## config.mk

```make
export PLATFORM = sky130hd
export DESIGN_NAME = pipelined_mux_tree
export DESIGN_NICKNAME = d
export VERILOG_FILES = /design/src/rtl/pipelined_mux_tree.sv
export SDC_FILE = /design/constraint.sdc
export NUM_CORES = 1
export LEC_CHECK = 0
export ABC_AREA = 1
export CORE_UTILIZATION = 35
export DETAILED_ROUTE_END_ITERATION = 8
export GPL_TIMING_DRIVEN = 0
export SLEW_MARGIN = 0
export SYNTH_ARGS = -nofsm -noshare
export SYNTH_HDL_FRONTEND = slang
export SYNTH_SLANG_ARGS = --single-unit
```

## constraint.sdc

```tcl
create_clock -name clk -period 1.6 [get_ports clk]
set_input_delay 0.4 -clock clk [delete_from_list [all_inputs] [get_ports clk]]
set_output_delay 0.4 -clock clk [all_outputs]
set_load 0.01 [all_outputs]
```

## src/rtl/pipelined_mux_tree.sv

```systemverilog
// Pipelined N-to-1 multiplexer.
// A binary tree of 2:1 stages resolves the select LSB first, with a register
// after every tree level. Each stage carries a valid bit and the full
// effective select as a tag, so the output reports which channel produced it.
// An optional scan counter can drive the select so that consecutive samples
// step through all channels.
module pipelined_mux_tree #(
  parameter int NUM_LEVELS = 5,
  parameter int DATA_W     = 1,
  localparam int SEL_W     = NUM_LEVELS - 1,
  localparam int WIDTH     = 2 ** SEL_W
) (
  input  logic                    clk,
  input  logic                    rst,
  input  logic [WIDTH*DATA_W-1:0] in,
  input  logic [SEL_W-1:0]        sel,
  input  logic                    in_valid,
  input  logic                    scan_en,
  input  logic                    scan_clr,
  output logic [DATA_W-1:0]       out,
  output logic                    out_valid,
  output logic [SEL_W-1:0]        out_sel
);

  logic [SEL_W-1:0] scan_r;
  logic [SEL_W-1:0] scan_nxt_s;
  logic [SEL_W-1:0] esel_s;

  // Effective select: external select, or the scan counter (forced to 0 on clear).
  always_comb begin
    esel_s = sel;
    if (!scan_en) begin
      esel_s = sel;
    end else if (scan_clr) begin
      esel_s = {SEL_W{1'b0}};
    end else begin
      esel_s = scan_r;
    end
  end

  // Scan counter next value: clear beats increment; a clear that coincides
  // with a scanned sample leaves the counter pointing at the following channel.
  always_comb begin
    scan_nxt_s = scan_r;
    if (scan_clr) begin
      if (in_valid && scan_en) begin
        scan_nxt_s = SEL_W'(1'b1);
      end else begin
        scan_nxt_s = {SEL_W{1'b0}};
      end
    end else if (scan_en && in_valid) begin
      scan_nxt_s = scan_r + SEL_W'(1'b1);
    end else begin
      scan_nxt_s = scan_r;
    end
  end

  // Scan counter register; wraps naturally at WIDTH.
  always_ff @(posedge clk or posedge rst) begin
    if (rst) begin
      scan_r <= {SEL_W{1'b0}};
    end else begin
      scan_r <= scan_nxt_s;
    end
  end

  // One registered tree level per select bit; stage k consumes esel bit k-1.
  for (genvar k = 1; k <= SEL_W; k++) begin : g_stage
    localparam int N = 2 ** (SEL_W - k);

    logic [2*N*DATA_W-1:0] prev_data_s;
    logic                  prev_valid_s;
    logic [SEL_W-1:0]      prev_tag_s;
    logic [N*DATA_W-1:0]   mux_s;
    logic [N*DATA_W-1:0]   data_r;
    logic                  valid_r;
    logic [SEL_W-1:0]      tag_r;

    if (k == 1) begin : g_src
      assign prev_data_s  = in;
      assign prev_valid_s = in_valid;
      assign prev_tag_s   = esel_s;
    end else begin : g_src
      assign prev_data_s  = g_stage[k-1].data_r;
      assign prev_valid_s = g_stage[k-1].valid_r;
      assign prev_tag_s   = g_stage[k-1].tag_r;
    end

    // Pairwise 2:1 reduction of the previous level using this level's select bit.
    always_comb begin
      mux_s = '0;
      for (int j = 0; j < N; j++) begin
        if (prev_tag_s[k-1]) begin
          mux_s[j*DATA_W +: DATA_W] = prev_data_s[(2*j+1)*DATA_W +: DATA_W];
        end else begin
          mux_s[j*DATA_W +: DATA_W] = prev_data_s[(2*j)*DATA_W +: DATA_W];
        end
      end
    end

    // Level register: valid always advances, data and tag only move with a
    // valid sample so the last valid result stays visible during gaps.
    always_ff @(posedge clk or posedge rst) begin
      if (rst) begin
        data_r  <= '0;
        valid_r <= 1'b0;
        tag_r   <= {SEL_W{1'b0}};
      end else begin
        valid_r <= prev_valid_s;
        if (prev_valid_s) begin
          data_r <= mux_s;
          tag_r  <= prev_tag_s;
        end
      end
    end
  end

  assign out       = g_stage[SEL_W].data_r;
  assign out_valid = g_stage[SEL_W].valid_r;
  assign out_sel   = g_stage[SEL_W].tag_r;

endmodule

```

Yosys cells after proc, flatten, opt, wreduce, memory -nomap -nowiden
Cells that the tools add are included.
{"block": "op_classes", "addsub": 1, "n_mux": 20, "reduce_logical": 2}
{"op": "2-to-1 mux 1 bit", "n": 16}
{"op": "2-to-1 mux 4 bit", "n": 4}
{"op": "adder 4 x 1 -> 4 bit, second input constant", "n": 1}
{"op": "nonzero test 2 bit", "n": 1}
{"op": "logical AND 1 bit", "n": 1}
{"block": "totals", "reg_bits": 39, "inputBits": 25, "out_inout_bits": 6, "elab_cells": 36}

Logic depth before layout (Yosys ltp)
Gate-level depths: netlist of run 1.
{"block": "logic_depth", "ltp_word": 3, "mapped_depth": 7, "ltp_nobuf": 6}

Least setup slack after synthesis of run 1
Ideal clock, no wire load.
{"block": "synth_timing", "kind": "input to register", "startpoint": "input port scan_en", "endpoint": "register g_stage[1].data_r[0]", "setup_ns": 0.117, "arrival_time_ns": 0.908, "t_required_ns": 1.483, "path_slack_ns": 0.574, "cell_stages": 7, "path_buffers": 1, "path_cell_list": "buf_6 -> inv_4 -> nand2_4 -> nand2_4 -> nand2_1 -> nand3_1 -> nand2_1"}
{"block": "synth_via", "elab_chain_cells": 2}
{"element": "start, declared", "line_no": "18", "rtl": "input logic scan_en,"}
{"element": "2-to-1 mux 4 bit", "line_no": "32", "rtl": "if (!scan_en) begin"}
{"element": "2-to-1 mux 1 bit", "line_no": "93", "rtl": "if (prev_tag_s[k-1]) begin"}
{"element": "end signal, assigned", "line_no": "111", "rtl": "data_r <= mux_s;"}
{"element": "end, declared", "line_no": "75", "rtl": "logic [N*DATA_W-1:0] data_r;"}
Every way passes these cells.
A chain may end at the register's enable or synchronous reset.

Worst setup path in the final report of run 1
{"block": "layout_timing", "startpoint": "register g_stage[4].tag_r[3], in the netlist out_sel[3]", "endpoint": "output port out_sel[3]"}
{"element": "start, declared", "line_no": "77", "rtl": "logic [SEL_W-1:0] tag_r;"}
{"element": "start signal, assigned", "line_no": "107", "rtl": "tag_r <= {SEL_W{1'b0}};"}
{"element": "start signal, assigned", "line_no": "112", "rtl": "tag_r <= prev_tag_s;"}
{"element": "end, declared", "line_no": "22", "rtl": "output logic [SEL_W-1:0] out_sel"}
No word-level cell between the ends.

==> results of run 1 <==
[registers in the layout, summed over array words and instances, names as in the netlist]
| name | cells |
|---|---|
| out | 1 |
| out_valid | 1 |
| scan_r | 4 |
| out_sel | 4 |
| g_stage.tag_r | 12 |
| g_stage.data_r | 14 |
| g_stage.valid_r | 3 |
[synth_stat cells, drive strengths merged]
master / instances / area [um^2]
nand2: 52 / 212.7
dfrtp: 39 / 975.9
inv: 27 / 103.9
nand3: 23 / 127.6
nor2: 18 / 70.07
a21oi: 12 / 63.81
a31oi: 7 / 43.79
o21ai: 6 / 30.03
buf: 5 / 33.78
xor2: 2 / 17.52
a22oi: 1 / 12.51
clkbuf: 1 / 3.750
ha: 1 / 12.51
mux2: 1 / 11.26
nand4: 1 / 6.260
[power breakdown]
part,internal (mW),switching (mW)
clock network,0.304,0.334
registers,1.10,0.0667
logic,0.171,0.175
[how the worst max path moves through the flow]
stage | start | endpoint | slack [ns] | cells after the start
final | out_sel[3] | out_sel[3] | 0.04 | 1
after global routing | out_valid | out_valid | 0.004 | 1
after CTS | out | out | 0.02 | 1
after detailed placement | in_valid | g_stage[1].tag_r[3] | -0.05 | 5
after global placement | rst | g_stage[1].data_r[7] | -0.55 | 2
after floorplan | rst | g_stage[1].data_r[0] | 0.31 | 1
[cell type report]
| type | instances | area, um^2 | share of cell area (%) |
|---|---|---|---|
| buffer | 6 | 37.54 | 1.712 |
| tap | 67 | 83.83 | 3.824 |
| timing repair buffer | 29 | 297.8 | 13.58 |
| clock buffer | 6 | 72.57 | 3.311 |
| inverter | 27 | 103.9 | 4.737 |
| clock inverter | 2 | 12.51 | 0.5708 |
| sequential | 39 | 975.9 | 44.52 |
| multi-input combinational | 124 | 608.1 | 27.74 |
[stage by stage]
stage	utilization [%]	TNS, ns	total power [mW]
after global routing	46.41	0	2.273
after floorplan	-	0	1.385
after CTS	46.25	0	2.183
final	46.41	0	2.152
after global placement	44.45	-21.39	1.532
after detailed placement	44.45	-0.07612	1.541
[logic make-up (layout without fill, tap and decap cells)]
| kind of cell | count (synthesis) | after routing | share of synthesized area (%) |
|---|---|---|---|
| XOR/XNOR | 2 | 2 | 1.015 |
| AO/OA/AOI/OAI | 26 | 26 | 8.702 |
| multiplexers | 1 | 1 | 0.6526 |
| flip-flops | 39 | 39 | 56.56 |
| AND/OR/NAND/NOR | 94 | 94 | 24.15 |
| adder cells (fa/ha/maj) | 1 | 1 | 0.7250 |
| buffers and inverters | 33 | 70 | 8.195 |
[metal layers]
layer | wire [um] | vias to the layer above | global-route usage, %
li1 | - | 694 | -
met1 | 1412 | 552 | 16.17
met2 | 1311 | 41 | 21.50
met3 | 198 | 6 | 4.861
met4 | 52 | 0 | 5.229
met5 | 0 | - | 0
[what timing repair did]
action | CTS | global route
endpoints found under the setup margin | 0 | 3
resized for setup | 0 | 3
hold buffers | 0 | 0
==> flow_summary_export.csv, run 1 <==
group,metric,value,unit
grt,grt_usage,13.30,%
clocking,htree_levels,2,
setup_path,slowest_stage,"clkdlybuf4s50_1",
logic_synthesis,ys_seq_area_share,56.56,%
grt,overflow,0,
logic_synthesis,avgSynthCellArea,8.803,um^2
finish,drive_gt1_share,10.30,%
grt,grt_pass1_vias,1221,
setup_path,reg2reg_from,"scan_r[0]",
floorplan,initial_core_util,36.53,%
timing,tightestPinTransition,0.7891,ns
logic_synthesis,syn_inst,196,
clocking,clkTransAtPathRegs,0.07,ns
finish,final_cell_mix,"nand2_1 (49), dfrtp_1 (39), clkdlybuf4s50_1 (26)",
timing,fin_crit,1.555,ns
detailed_routing,drt_first_pass_iters,4,
clocking,cts_root_buf,"clkbuf_8",
timing,whs,0.3831,ns
detailed_routing,vias,1293,
status,status,"finished, final reports clean",
finish,mostFrequentLayoutCell,"nand2_1",
setup_path,rr_endpoint,"scan_r[1]",
logic_synthesis,syn_area,1725,um^2
setup_path,path_delay_family,"buffers and inverters",
setup_path,cp-start-kind,"flip-flop",
floorplan,die_w,72.21,um
finish,fill_cells,480,
power,leakage,1.075,nW
detailed_routing,drt_wl_total,2975,um
placed_design,port_buffers,29,
setup_path,cp.required,1.20,ns
detailed_routing,drcViolationCount,0,
finish,fin_nets,258,
clocking,cts_buffer_depth,2,
timing,fin_crit_sh,97.20,%
timing,finalSetupViolations,0,
finish,antenna_cells,0,
timing,rsz0062_at_grt,"no",
timing,slew_viol_final,0,
clocking,numClockSinks,39,
logic_synthesis,synth-seq-cells,39,
timing,finalHoldViolations,0,
min_path,holdCritPathClass,"flip-flop to flip-flop",
floorplan,io_pins,31,
min_path,holdPathEnd,"out_valid",
grt,grt_pass1_wl,5306,um
timing,relSlewSlack,47.32,%
power,peakVddDrop,0.3823,mV
detailed_routing,avgRoutedWirePerCell,9.917,um
logic_synthesis,yosysWarnings,0,
detailed_routing,viasPerCell,4.310,
setup_path,critPathKind,"flip-flop to output pin",
setup_path,r2r_slack,0.52,ns
setup_path,max_stage_delay,0.53,ns
grt,grt_max_degree,40,
floorplan,dieArea,5214,um^2
timing,max_clock_freq,0.6430,GHz
clocking,cts_tree,"yes",
finish,design_area,2192,um^2
min_path,worstHoldStart,"g_stage[3].valid_r",
floorplan,core_area,4723,um^2
placed_design,place_congestion,0.7836,
finish,syn_to_final_growth,27.05,%
logic_synthesis,synthesis.nets,222,
setup_path,reg2regPathDepth,3,
detailed_routing,antenna_left,0,
placed_design,dpl_cell_area,2100,um^2
detailed_routing,drt_iter0_drc,64,
setup_path,endpoint_kind,"output pin",
placed_design,dp_hpwl,2179,um
min_path,holdPathStages,0,
grt,antenna_found_initial,0,
setup_path,crit_buf_inv,1,
setup_path,arrival,1.16,ns
setup_path,path_cells,"clkdlybuf4s50_1",
placed_design,place_inst,292,
floorplan,die_h,72.21,um
floorplan,rows,25,
timing,fin_worst_skew,0.004827,ns
placed_design,pre_cts_ws,-0.05449,ns
clocking,cts_setup_buffers,0,
clocking,cts_buffers,5,
timing,setup_ws,0.04477,ns
run,cap_violations,0,
logic_synthesis,synth_cell_types,24,
clocking,clock_latency,0.29,ns
power,powerDensity,981.5,nW/um^2
setup_path,cp_max_fo,2,
finish,stdcell_count,300,
Note: power is estimated with default switching activity, not from simulation.
==> run 2: changes to the inputs <==
Settings changed: CORE_ASPECT_RATIO from default to 1.4.
==> flow_summary_export.csv, run 2 (same netlist as run 1, synthesis figures left out) <==
group,metric,value,unit
status,status,"finished, final reports clean",
floorplan,rows,29,
floorplan,core_area,4644,um^2
grt,grt_pass1_wl,5582,um
finish,fin_util,47.04,%
clocking,cts_buffer_depth,2,
placed_design,pre_cts_ws,-0.04935,ns
setup_path,crit_buf_inv,1,
finish,regMostFlops,"g_stage.data_r",
timing,setup_ws,0.03805,ns
setup_path,slowest_stage,"clkdlybuf4s50_1",
placed_design,dp_hpwl,2223,um
floorplan,dieArea,5219,um^2
timing,fin_crit_sh,97.62,%
power,power,2.138,mW
finish,final_cell_mix,"nand2_1 (49), dfrtp_1 (39), clkdlybuf4s50_1 (25)",
setup_path,max_stage_delay,0.53,ns
grt,overflow,0,
clocking,cts_buffers,5,
run,cap_violations,0,
timing,fin_worst_skew,0.003520,ns
detailed_routing,drt_first_pass_iters,4,
clocking,numClockSinks,39,
clocking,clock_latency,0.29,ns
floorplan,io_pins,31,
timing,relSlewSlack,48.17,%
min_path,holdCritPathClass,"flip-flop to flip-flop",
detailed_routing,antenna_left,0,
clocking,cts_tree,"yes",
grt,antenna_found_initial,0,
timing,max_clock_freq,0.6402,GHz
finish,syn_to_final_growth,26.61,%
detailed_routing,viasPerCell,4.386,
setup_path,cp_max_fo,2,
finish,fin_nets,258,
finish,design_area,2185,um^2
detailed_routing,vias,1294,
setup_path,cp-start-kind,"flip-flop",
timing,slew_viol_final,0,
finish,drive_gt1_share,9.871,%
finish,antenna_cells,0,
placed_design,dpl_cell_area,2093,um^2
setup_path,arrival,1.16,ns
setup_path,path_cells,"clkdlybuf4s50_1",
grt,grt_max_degree,40,
power,powerDensity,978.6,nW/um^2
finish,largest_reg_flops,14,
grt,grt_pass1_vias,1250,
placed_design,place_congestion,0.8014,
finish,stdcell_count,295,
detailed_routing,avgRoutedWirePerCell,10.13,um
timing,whs,0.3740,ns
power,leakage,1.085,nW
floorplan,initial_core_util,37.15,%
detailed_routing,drt_wl_total,2988,um
timing,tns,0,ns
timing,finalHoldViolations,0,
setup_path,critPathKind,"flip-flop to output pin",
timing,tightestPinTransition,0.7763,ns
clocking,cts_setup_buffers,0,
finish,mostFrequentLayoutCell,"nand2_1",
placed_design,port_buffers,29,
grt,grt_usage,14.52,%
placed_design,place_inst,287,
timing,finalSetupViolations,0,
detailed_routing,drcViolationCount,0,
setup_path,path_delay_family,"buffers and inverters",
clocking,cts_root_buf,"clkbuf_8",
finish,largest_registers,"g_stage.data_r: 14 flops, g_stage.tag_r: 12 flops",
timing,rsz0062_at_grt,"no",
power,peakVddDrop,0.4468,mV
floorplan,die_h,85.08,um
detailed_routing,drt_iter0_drc,40,
floorplan,die_w,61.34,um
setup_path,cp.required,1.20,ns
clocking,htree_levels,2,
clocking,clkTransAtPathRegs,0.07,ns
setup_path,endpoint_kind,"output pin",
timing,fin_crit,1.562,ns
-- run 2: worst paths after layout --
path	startpoint	to	slack [ns]	cells after the start
worst max-delay path	out_sel[1]	out_sel[1]	0.04	1
worst min-delay path	g_stage[3].valid_r	out_valid	0.37	0
worst max register to register	scan_r[0]	scan_r[2]	0.51	4
worst min register to register	g_stage[3].valid_r	out_valid	0.37	0
max in group asynchronous	rst	out_sel[1]	0.53	2
min in group asynchronous	rst	scan_r[3]	0.57	2
-- run 2: layout make-up --
cell class | instances | area (um^2)
Fill cell | 515 | 2460
Multi-Input combinational cell | 124 | 608.1
Tap cell | 62 | 77.57
Inverter | 27 | 103.9
Timing Repair Buffer | 29 | 300.3
Sequential cell | 39 | 975.9
Clock inverter | 1 | 5.005
Buffer | 6 | 37.54
Clock buffer | 7 | 76.32
-- run 2: power by group --
part / leakage, nW / internal [mW] / switching, mW / total, mW
Sequential: 0.468 / 1.10 / 0.0653 / 1.17
Combinational: 0.575 / 0.170 / 0.175 / 0.345
Clock: 0.0422 / 0.306 / 0.321 / 0.626
-- run 2: metal layers --
metal | wire length (um) | GRT usage [%] | up-vias
met1 | 1306 | 17.51 | 560
met5 | 0 | 0 | -
li1 | - | - | 692
met2 | 1483 | 23.12 | 36
met4 | 82 | 7.273 | 0
met3 | 116 | 4.116 | 6
-- run 2: what timing repair did --
action                     4_1_cts  5_1_grt
setup endpoints to repair        0        4
hold buffers                     0        0
resized for setup                0        4
